--- src/rtl/chan_io_dispatch.sv ---
// Purpose : single-outstanding host-to-channel I/O dispatcher; decodes the
//           channel index from host_addr, broadcasts the slave access to the
//           selected channel I/O block and returns the read result/status.
// Latency : write -> host_done 2 cycles after acceptance; read -> host_done
//           1 cycle after the selected channel's ack is sampled (earliest
//           2 cycles after acceptance); bad request -> host_done next cycle.
// Backpressure: host_ready is high only in IDLE; host_req is ignored (never
//           queued) while busy.
//
// Ports:
//   io_clk, io_reset           clock, synchronous active-high reset
//   host_req/host_ready        request strobe / dispatcher idle
//   host_rd_en/host_wr_en      request direction (exactly one must be set)
//   host_addr, host_wr_data    [31:20] channel index, [19:0] slave address
//   host_done/host_err         one-cycle completion pulse / failure flag
//   host_rd_data, err_cnt      read result, saturating failure counter
//   io_sel, io_sync            one-hot channel select, one-cycle start strobe
//   io_addr/io_rd_en/io_wr_en/io_wr_data   broadcast to all channels
//   chan_rd_data, chan_rd_ack  per-channel read data and acknowledge
//
// Optional feature: define CHAN_IO_TIMEOUT_EN to enable the read-ack
// watchdog (TIMEOUT cycles in WAIT_ACK without an ack fails the read).

module chan_io_dispatch #(
  parameter int NCHAN   = 5,
  parameter int TIMEOUT = 16
) (
  input  logic                  io_clk,
  input  logic                  io_reset,
  input  logic                  host_req,
  output logic                  host_ready,
  input  logic                  host_rd_en,
  input  logic                  host_wr_en,
  input  logic [31:0]           host_addr,
  input  logic [31:0]           host_wr_data,
  output logic                  host_done,
  output logic                  host_err,
  output logic [31:0]           host_rd_data,
  output logic [7:0]            err_cnt,
  output logic [NCHAN-1:0]      io_sel,
  output logic                  io_sync,
  output logic [19:0]           io_addr,
  output logic                  io_rd_en,
  output logic                  io_wr_en,
  output logic [31:0]           io_wr_data,
  input  logic [32*NCHAN-1:0]   chan_rd_data,
  input  logic [NCHAN-1:0]      chan_rd_ack
);

  // Elaboration-time parameter range checks.
  if (NCHAN < 1 || NCHAN > 16) begin : g_bad_nchan
    $error("chan_io_dispatch: NCHAN out of range 1..16");
  end
  if (TIMEOUT < 2 || TIMEOUT > 255) begin : g_bad_timeout
    $error("chan_io_dispatch: TIMEOUT out of range 2..255");
  end

  localparam logic [1:0] S_IDLE     = 2'd0;
  localparam logic [1:0] S_ISSUE    = 2'd1;
  localparam logic [1:0] S_WAIT_ACK = 2'd2;
  localparam logic [1:0] S_DONE     = 2'd3;

  localparam logic [11:0] NCHAN_W  = 12'(NCHAN);
  localparam logic [31:0] BAD_DATA = 32'hDEAD_BEEF;

  // State and registered outputs
  logic [1:0]       state_q,      state_d;
  logic [NCHAN-1:0] io_sel_q,     io_sel_d;
  logic             io_sync_q,    io_sync_d;
  logic [19:0]      io_addr_q,    io_addr_d;
  logic             io_rd_en_q,   io_rd_en_d;
  logic             io_wr_en_q,   io_wr_en_d;
  logic [31:0]      io_wr_data_q, io_wr_data_d;
  logic             host_done_q,  host_done_d;
  logic             host_err_q,   host_err_d;
  logic [31:0]      rd_data_q,    rd_data_d;
  logic [7:0]       err_cnt_q,    err_cnt_d;
`ifdef CHAN_IO_TIMEOUT_EN
  localparam logic [7:0] TIMEOUT_C = 8'(TIMEOUT);
  logic [7:0]       wd_cnt_q,     wd_cnt_d;
`endif

  // Request decode (combinational on the host inputs, used only in IDLE)
  logic [11:0]      req_chan;
  logic             req_bad;
  logic [NCHAN-1:0] sel_dec;

  assign req_chan = host_addr[31:20];
  // A request must name an existing channel and exactly one direction.
  assign req_bad  = (req_chan >= NCHAN_W) || (host_rd_en == host_wr_en);

  always_comb begin
    sel_dec = '0;
    for (int k = 0; k < NCHAN; k++) begin
      sel_dec[k] = (req_chan == 12'(k));
    end
  end

  // Ack/data from the selected channel only; acks of other channels are
  // masked out by the registered one-hot select.
  logic        ack_hit;
  logic [31:0] sel_rd_data;

  assign ack_hit = |(chan_rd_ack & io_sel_q);

  always_comb begin
    sel_rd_data = '0;
    for (int k = 0; k < NCHAN; k++) begin
      if (io_sel_q[k]) begin
        sel_rd_data = sel_rd_data | chan_rd_data[32*k +: 32];
      end
    end
  end

  // Saturating increment of the failure counter
  logic [7:0] err_cnt_inc;
  assign err_cnt_inc = (err_cnt_q == 8'hFF) ? 8'hFF : (err_cnt_q + 8'd1);

  always_comb begin
    state_d      = state_q;
    io_sel_d     = io_sel_q;
    io_sync_d    = 1'b0;
    io_addr_d    = io_addr_q;
    io_rd_en_d   = io_rd_en_q;
    io_wr_en_d   = io_wr_en_q;
    io_wr_data_d = io_wr_data_q;
    host_done_d  = 1'b0;
    host_err_d   = 1'b0;
    rd_data_d    = rd_data_q;
    err_cnt_d    = err_cnt_q;
`ifdef CHAN_IO_TIMEOUT_EN
    wd_cnt_d     = wd_cnt_q;
`endif

    case (state_q)
      S_IDLE: begin
        if (host_req) begin
          if (req_bad) begin
            // Fail locally: channel interface is left untouched.
            state_d     = S_DONE;
            host_done_d = 1'b1;
            host_err_d  = 1'b1;
            rd_data_d   = BAD_DATA;
            err_cnt_d   = err_cnt_inc;
          end else begin
            state_d      = S_ISSUE;
            io_sel_d     = sel_dec;
            io_sync_d    = 1'b1;
            io_addr_d    = host_addr[19:0];
            io_rd_en_d   = host_rd_en;
            io_wr_en_d   = host_wr_en;
            io_wr_data_d = host_wr_data;
          end
        end
      end

      S_ISSUE: begin
        if (io_rd_en_q) begin
          if (ack_hit) begin
            // Ack coincident with io_sync is a valid completion.
            state_d     = S_DONE;
            host_done_d = 1'b1;
            rd_data_d   = sel_rd_data;
          end else begin
            state_d = S_WAIT_ACK;
`ifdef CHAN_IO_TIMEOUT_EN
            wd_cnt_d = 8'd0;
`endif
          end
        end else begin
          state_d     = S_DONE;
          host_done_d = 1'b1;
        end
      end

      S_WAIT_ACK: begin
        if (ack_hit) begin
          state_d     = S_DONE;
          host_done_d = 1'b1;
          rd_data_d   = sel_rd_data;
        end
`ifdef CHAN_IO_TIMEOUT_EN
        // Counter holds the number of WAIT_ACK cycles already spent; the
        // read fails after TIMEOUT of them without an ack.
        else if ((wd_cnt_q + 8'd1) == TIMEOUT_C) begin
          state_d     = S_DONE;
          host_done_d = 1'b1;
          host_err_d  = 1'b1;
          rd_data_d   = BAD_DATA;
          err_cnt_d   = err_cnt_inc;
        end else begin
          wd_cnt_d = wd_cnt_q + 8'd1;
        end
`endif
      end

      S_DONE: begin
        // Channel interface held through the done cycle, released after.
        state_d    = S_IDLE;
        io_sel_d   = '0;
        io_rd_en_d = 1'b0;
        io_wr_en_d = 1'b0;
      end

      default: begin
        state_d = S_IDLE;
      end
    endcase
  end

  always_ff @(posedge io_clk) begin
    if (io_reset) begin
      state_q      <= S_IDLE;
      io_sel_q     <= '0;
      io_sync_q    <= 1'b0;
      io_addr_q    <= '0;
      io_rd_en_q   <= 1'b0;
      io_wr_en_q   <= 1'b0;
      io_wr_data_q <= '0;
      host_done_q  <= 1'b0;
      host_err_q   <= 1'b0;
      rd_data_q    <= '0;
      err_cnt_q    <= '0;
`ifdef CHAN_IO_TIMEOUT_EN
      wd_cnt_q     <= '0;
`endif
    end else begin
      state_q      <= state_d;
      io_sel_q     <= io_sel_d;
      io_sync_q    <= io_sync_d;
      io_addr_q    <= io_addr_d;
      io_rd_en_q   <= io_rd_en_d;
      io_wr_en_q   <= io_wr_en_d;
      io_wr_data_q <= io_wr_data_d;
      host_done_q  <= host_done_d;
      host_err_q   <= host_err_d;
      rd_data_q    <= rd_data_d;
      err_cnt_q    <= err_cnt_d;
`ifdef CHAN_IO_TIMEOUT_EN
      wd_cnt_q     <= wd_cnt_d;
`endif
    end
  end

  assign host_ready   = (state_q == S_IDLE);
  assign host_done    = host_done_q;
  assign host_err     = host_err_q;
  assign host_rd_data = rd_data_q;
  assign err_cnt      = err_cnt_q;
  assign io_sel       = io_sel_q;
  assign io_sync      = io_sync_q;
  assign io_addr      = io_addr_q;
  assign io_rd_en     = io_rd_en_q;
  assign io_wr_en     = io_wr_en_q;
  assign io_wr_data   = io_wr_data_q;

endmodule

--- config.mk ---
export PLATFORM = sky130hd
export DESIGN_NAME = chan_io_dispatch
export DESIGN_NICKNAME = d
export VERILOG_FILES = /design/src/rtl/chan_io_dispatch.sv
export SDC_FILE = /design/constraint.sdc
export NUM_CORES = 1
export LEC_CHECK = 0
export BUFFER_PORTS_ARGS = -buffer_cell sky130_fd_sc_hd__buf_2
export CAP_MARGIN = 20
export CORE_AREA = 2 2 132 134
export DETAILED_ROUTE_END_ITERATION = 7
export DIE_AREA = 0 0 134 136
export HOLD_SLACK_MARGIN = 0.1
export PLACE_DENSITY_LB_ADDON = 0.1
export SLEW_MARGIN = 20
export SYNTH_ARGS = -nofsm -noshare
export SYNTH_HDL_FRONTEND = slang
export SYNTH_SLANG_ARGS = --single-unit
export TNS_END_PERCENT = 100
--- constraint.sdc ---
create_clock -name io_clk -period 1.9 [get_ports io_clk]
set_clock_uncertainty 0.1 [all_clocks]
set_input_delay 0.095 -clock io_clk [delete_from_list [all_inputs] [get_ports io_clk]]
set_output_delay 0.095 -clock io_clk [all_outputs]
set_load 0.02 [all_outputs]
==> impl_metrics.json <==
{
  "grt_pass1_wl_mm": 32.08,
  "grt_pass1_vias": 6296,
  "cts_buffer_depth": 2,
  "worstHoldEndpoint": "host_rd_data[22]",
  "grt_setup_unrepaired": "true",
  "finalCoreUtilization_pct": 52.18,
  "r2r_start": "state_q[0]",
  "firstDrtPassIters": 5,
  "dr_total_vias": 6483,
  "syn_to_final_growth_pct": 77.59,
  "core-area_um2": 16880,
  "drt-initial-drc-count": 339,
  "synthFlopType": "dfxtp_1",
  "cts_tree": "yes",
  "drive_gt1_share_pct": 40.93,
  "cts_sinks": 104,
  "clkSlewWorstSetupHoldPaths_ns": 0.07,
  "syn_nets": 863,
  "crit_path_end_kind": "flip-flop",
  "p_leak_nw": 3.848,
  "final_common_cell": "buf_2",
  "ios": 337,
  "ys_seq_area_share_pct": 41.99,
  "cts_made_buffers": 9,
  "portBuffers": 336,
  "period_needed_ns": 1.916,
  "synth_cell_types": 43,
  "ys_ff_latch": 104,
  "ir_drop_mv": 0.5879,
  "initial_utilization_pct": 29.38,
  "hold_class": "in -> reg",
  "crit_arrival_ns": 2.08,
  "cts_root_buffer": "clkbuf_16",
  "final_antenna_net_count": 0,
  "synth.avg_cell_area_um2": 7.946,
  "grt_max_degree": 68,
  "cp_max_fo": 7,
  "grt_usage_pct": 21.90,
  "hold_depth": 5,
  "worstPathCellList": "inv_4, ha_4, a2111oi_4, buf_6, clkbuf_16, a21oi_1, a311oi_2",
  "grt_overflow_total": 0,
  "critical_path_class": "reg -> reg",
  "reg2reg_depth": 7,
  "layout.nets": 1304,
  "crit_required_ns": 2.06,
  "diodes": 0,
  "setup_slack_ns": -0.01571,
  "fillers": 1618,
  "tightest_slew_ns": 0.4405,
  "synth_top_area_share_pct": 41.99,
  "fp-row-count": 48,
  "maxSlewViolCount": 0,
  "die_h_um": 136,
  "r2r-end": "host_rd_data[30]",
  "fmax_mhz": 522.0,
  "hold_viol": 0,
  "hpwl_mm": 13.60,
  "netlist_area_um2": 4959,
  "drv_cap": 0,
  "drc": 0,
  "synth_enable_flop_cells": 0,
  "clk_latency_ns": 0.35,
  "power.density_nw_per_um2": 1043,
  "critPathSlowestCell": "dfxtp_4",
  "viasPerCell": 5.006,
  "ys_warn_count": 0,
  "violations": "setup timing",
  "max_stage_delay_ns": 0.40,
  "finalCritPeriodShare_pct": 100.8,
  "worstSetupStartpointType": "flip-flop",
  "wl_per_cell_um": 16.69,
  "most-common-layout-cells": "335 x buf_2, 146 x nand2_1, 112 x dlygate4sd3_1, 97 x dfxtp_1, 85 x a21oi_1",
  "synthTopCellsByArea": "dfxtp_1 42%, nand2_1 11%, a21oi_1 9.2%, a22oi_1 5.0%, a311oi_1 4.4%",
  "r2r_setup_slack_ns": -0.02,
  "setup_viol": 2,
  "place_ws_ns": -0.03126,
  "htreeDepth": 3,
  "slew-limit-headroom_pct": 70.45,
  "status": "finished, violations left",
  "min_from": "chan_rd_data[54]",
  "die_x_um": 134,
  "gp_congestion": 0.8378,
  "design.die.area_um2": 18220,
  "antenna_found_initial": 0,
  "async_flop_share_pct": 0,
  "synth_top_area_cell": "dfxtp_1",
  "drt-total-wl_mm": 21.62,
  "syn_inst": 624
}
-- Yosys cell counts (all sizes together) (2+ instances only) --
library cell	instances
a22oi	33
inv	2
a311oi	27
nor4	4
nor2b	3
nor3	11
and3	4
nand4	9
clkbuf	41
nand3	36
nand2	146
a222oi	9
o21ai	15
nor2	9
nand2b	3
dfxtp	104
a21oi	91
nand3b	8
buf	21
a211oi	4
a221oi	24
a31oi	3
and2	2
ha	5
-- how the worst max path moves through the flow --
| stage | slack, ns | to | startpoint | cells past startpoint |
|---|---|---|---|---|
| finish | -0.02 | host_rd_data[30] | state_q[0] | 7 |
| global route | -0.10 | host_rd_data[10] | state_q[0] | 7 |
| CTS | 0.01 | host_rd_data[22] | state_q[0] | 8 |
| detailed placement | -0.03 | host_rd_data[5] | state_q[1] | 7 |
| global placement | 0.01 | host_rd_data[2] | state_q[1] | 7 |
| floorplan | 0.007 | host_rd_data[10] | io_sel[0] | 8 |
-- repair_timing --
item | 4_1_cts | 5_1_grt
resized for setup | 3 | 30
hold buffers | 112 | 0
hold endpoints to repair | 91 | 0
endpoints found under the setup margin | 22 | 38
pin swaps | 2 | 27
setup buffers | 4 | 6
cloned | 4 | 5
-- stage by stage --
step	instances	hold WS (ns)	TNS, ns	area (µm²)	power (W)
after CTS	1287	0.1021	0	8543	0.008767
final	1295	0.1120	-0.01762	8806	0.009185
after floorplan	624	0.08832	0	5021	0.004834
after global routing	1295	0.1035	-1.071	8806	0.009690
after detailed placement	1151	0.2439	-0.3153	7000	0.006013
after global placement	1151	0.2433	0	7000	0.005987
-- sequential cells by signal, indices dropped and copies added, names as in the netlist --
signal        cells
io_addr          20
state_q           2
io_wr_en          1
io_sync           1
io_sel            5
err_cnt           8
host_rd_data     32
host_done         1
host_err          1
io_wr_data       32
io_rd_en          1
-- per-layer routing --
layer  vias up  GRT usage, %  share of wire (%)
met4         0         6.324                2.2
met5         -             0                  0
li1       3199             -                  -
met2       241         38.60                 49
met1      3007         27.12                 43
met3        36         4.288                5.9
-- cell families after synthesis --
logic type | Yosys count | synth area share, %
buffers and inverters | 64 | 5.627
XOR/XNOR | 1 | 0.1767
adder cells (fa/ha/maj) | 5 | 1.262
multiplexers | 1 | 0.2019
AND/OR/NAND/NOR | 238 | 21.73
flip-flops | 104 | 41.99
AO/OA/AOI/OAI | 211 | 29.02
-- critical path, delay by kind of cell (launching register included) --
| kind | cells | cell delay, ns |
|---|---|---|
| buffers and inverters | 3 | 0.42 |
| adders and majority gates | 1 | 0.26 |
| DFF | 1 | 0.40 |
| AOI/OAI and AO/OA | 3 | 0.65 |
-- area by class of cell --
| type | instances | area (µm²) | share of cell area [%] |
|---|---|---|---|
| timing repair buffer | 492 | 3346 | 37.99 |
| multi-input combinational | 456 | 2763 | 31.37 |
| sequential | 104 | 2103 | 23.88 |
| tap | 225 | 281.5 | 3.197 |
| clock buffer | 9 | 225.2 | 2.558 |
| clock inverter | 7 | 77.57 | 0.8809 |
| inverter | 2 | 10.01 | 0.1137 |
-- where the power goes --
| group | internal, W | total, W | switching, W |
|---|---|---|---|
| Sequential | 0.00244 | 0.00259 | 0.000150 |
| Clock | 0.00104 | 0.00192 | 0.000888 |
| Combinational | 0.00220 | 0.00467 | 0.00247 |
Power figures use the tool's default switching activity.
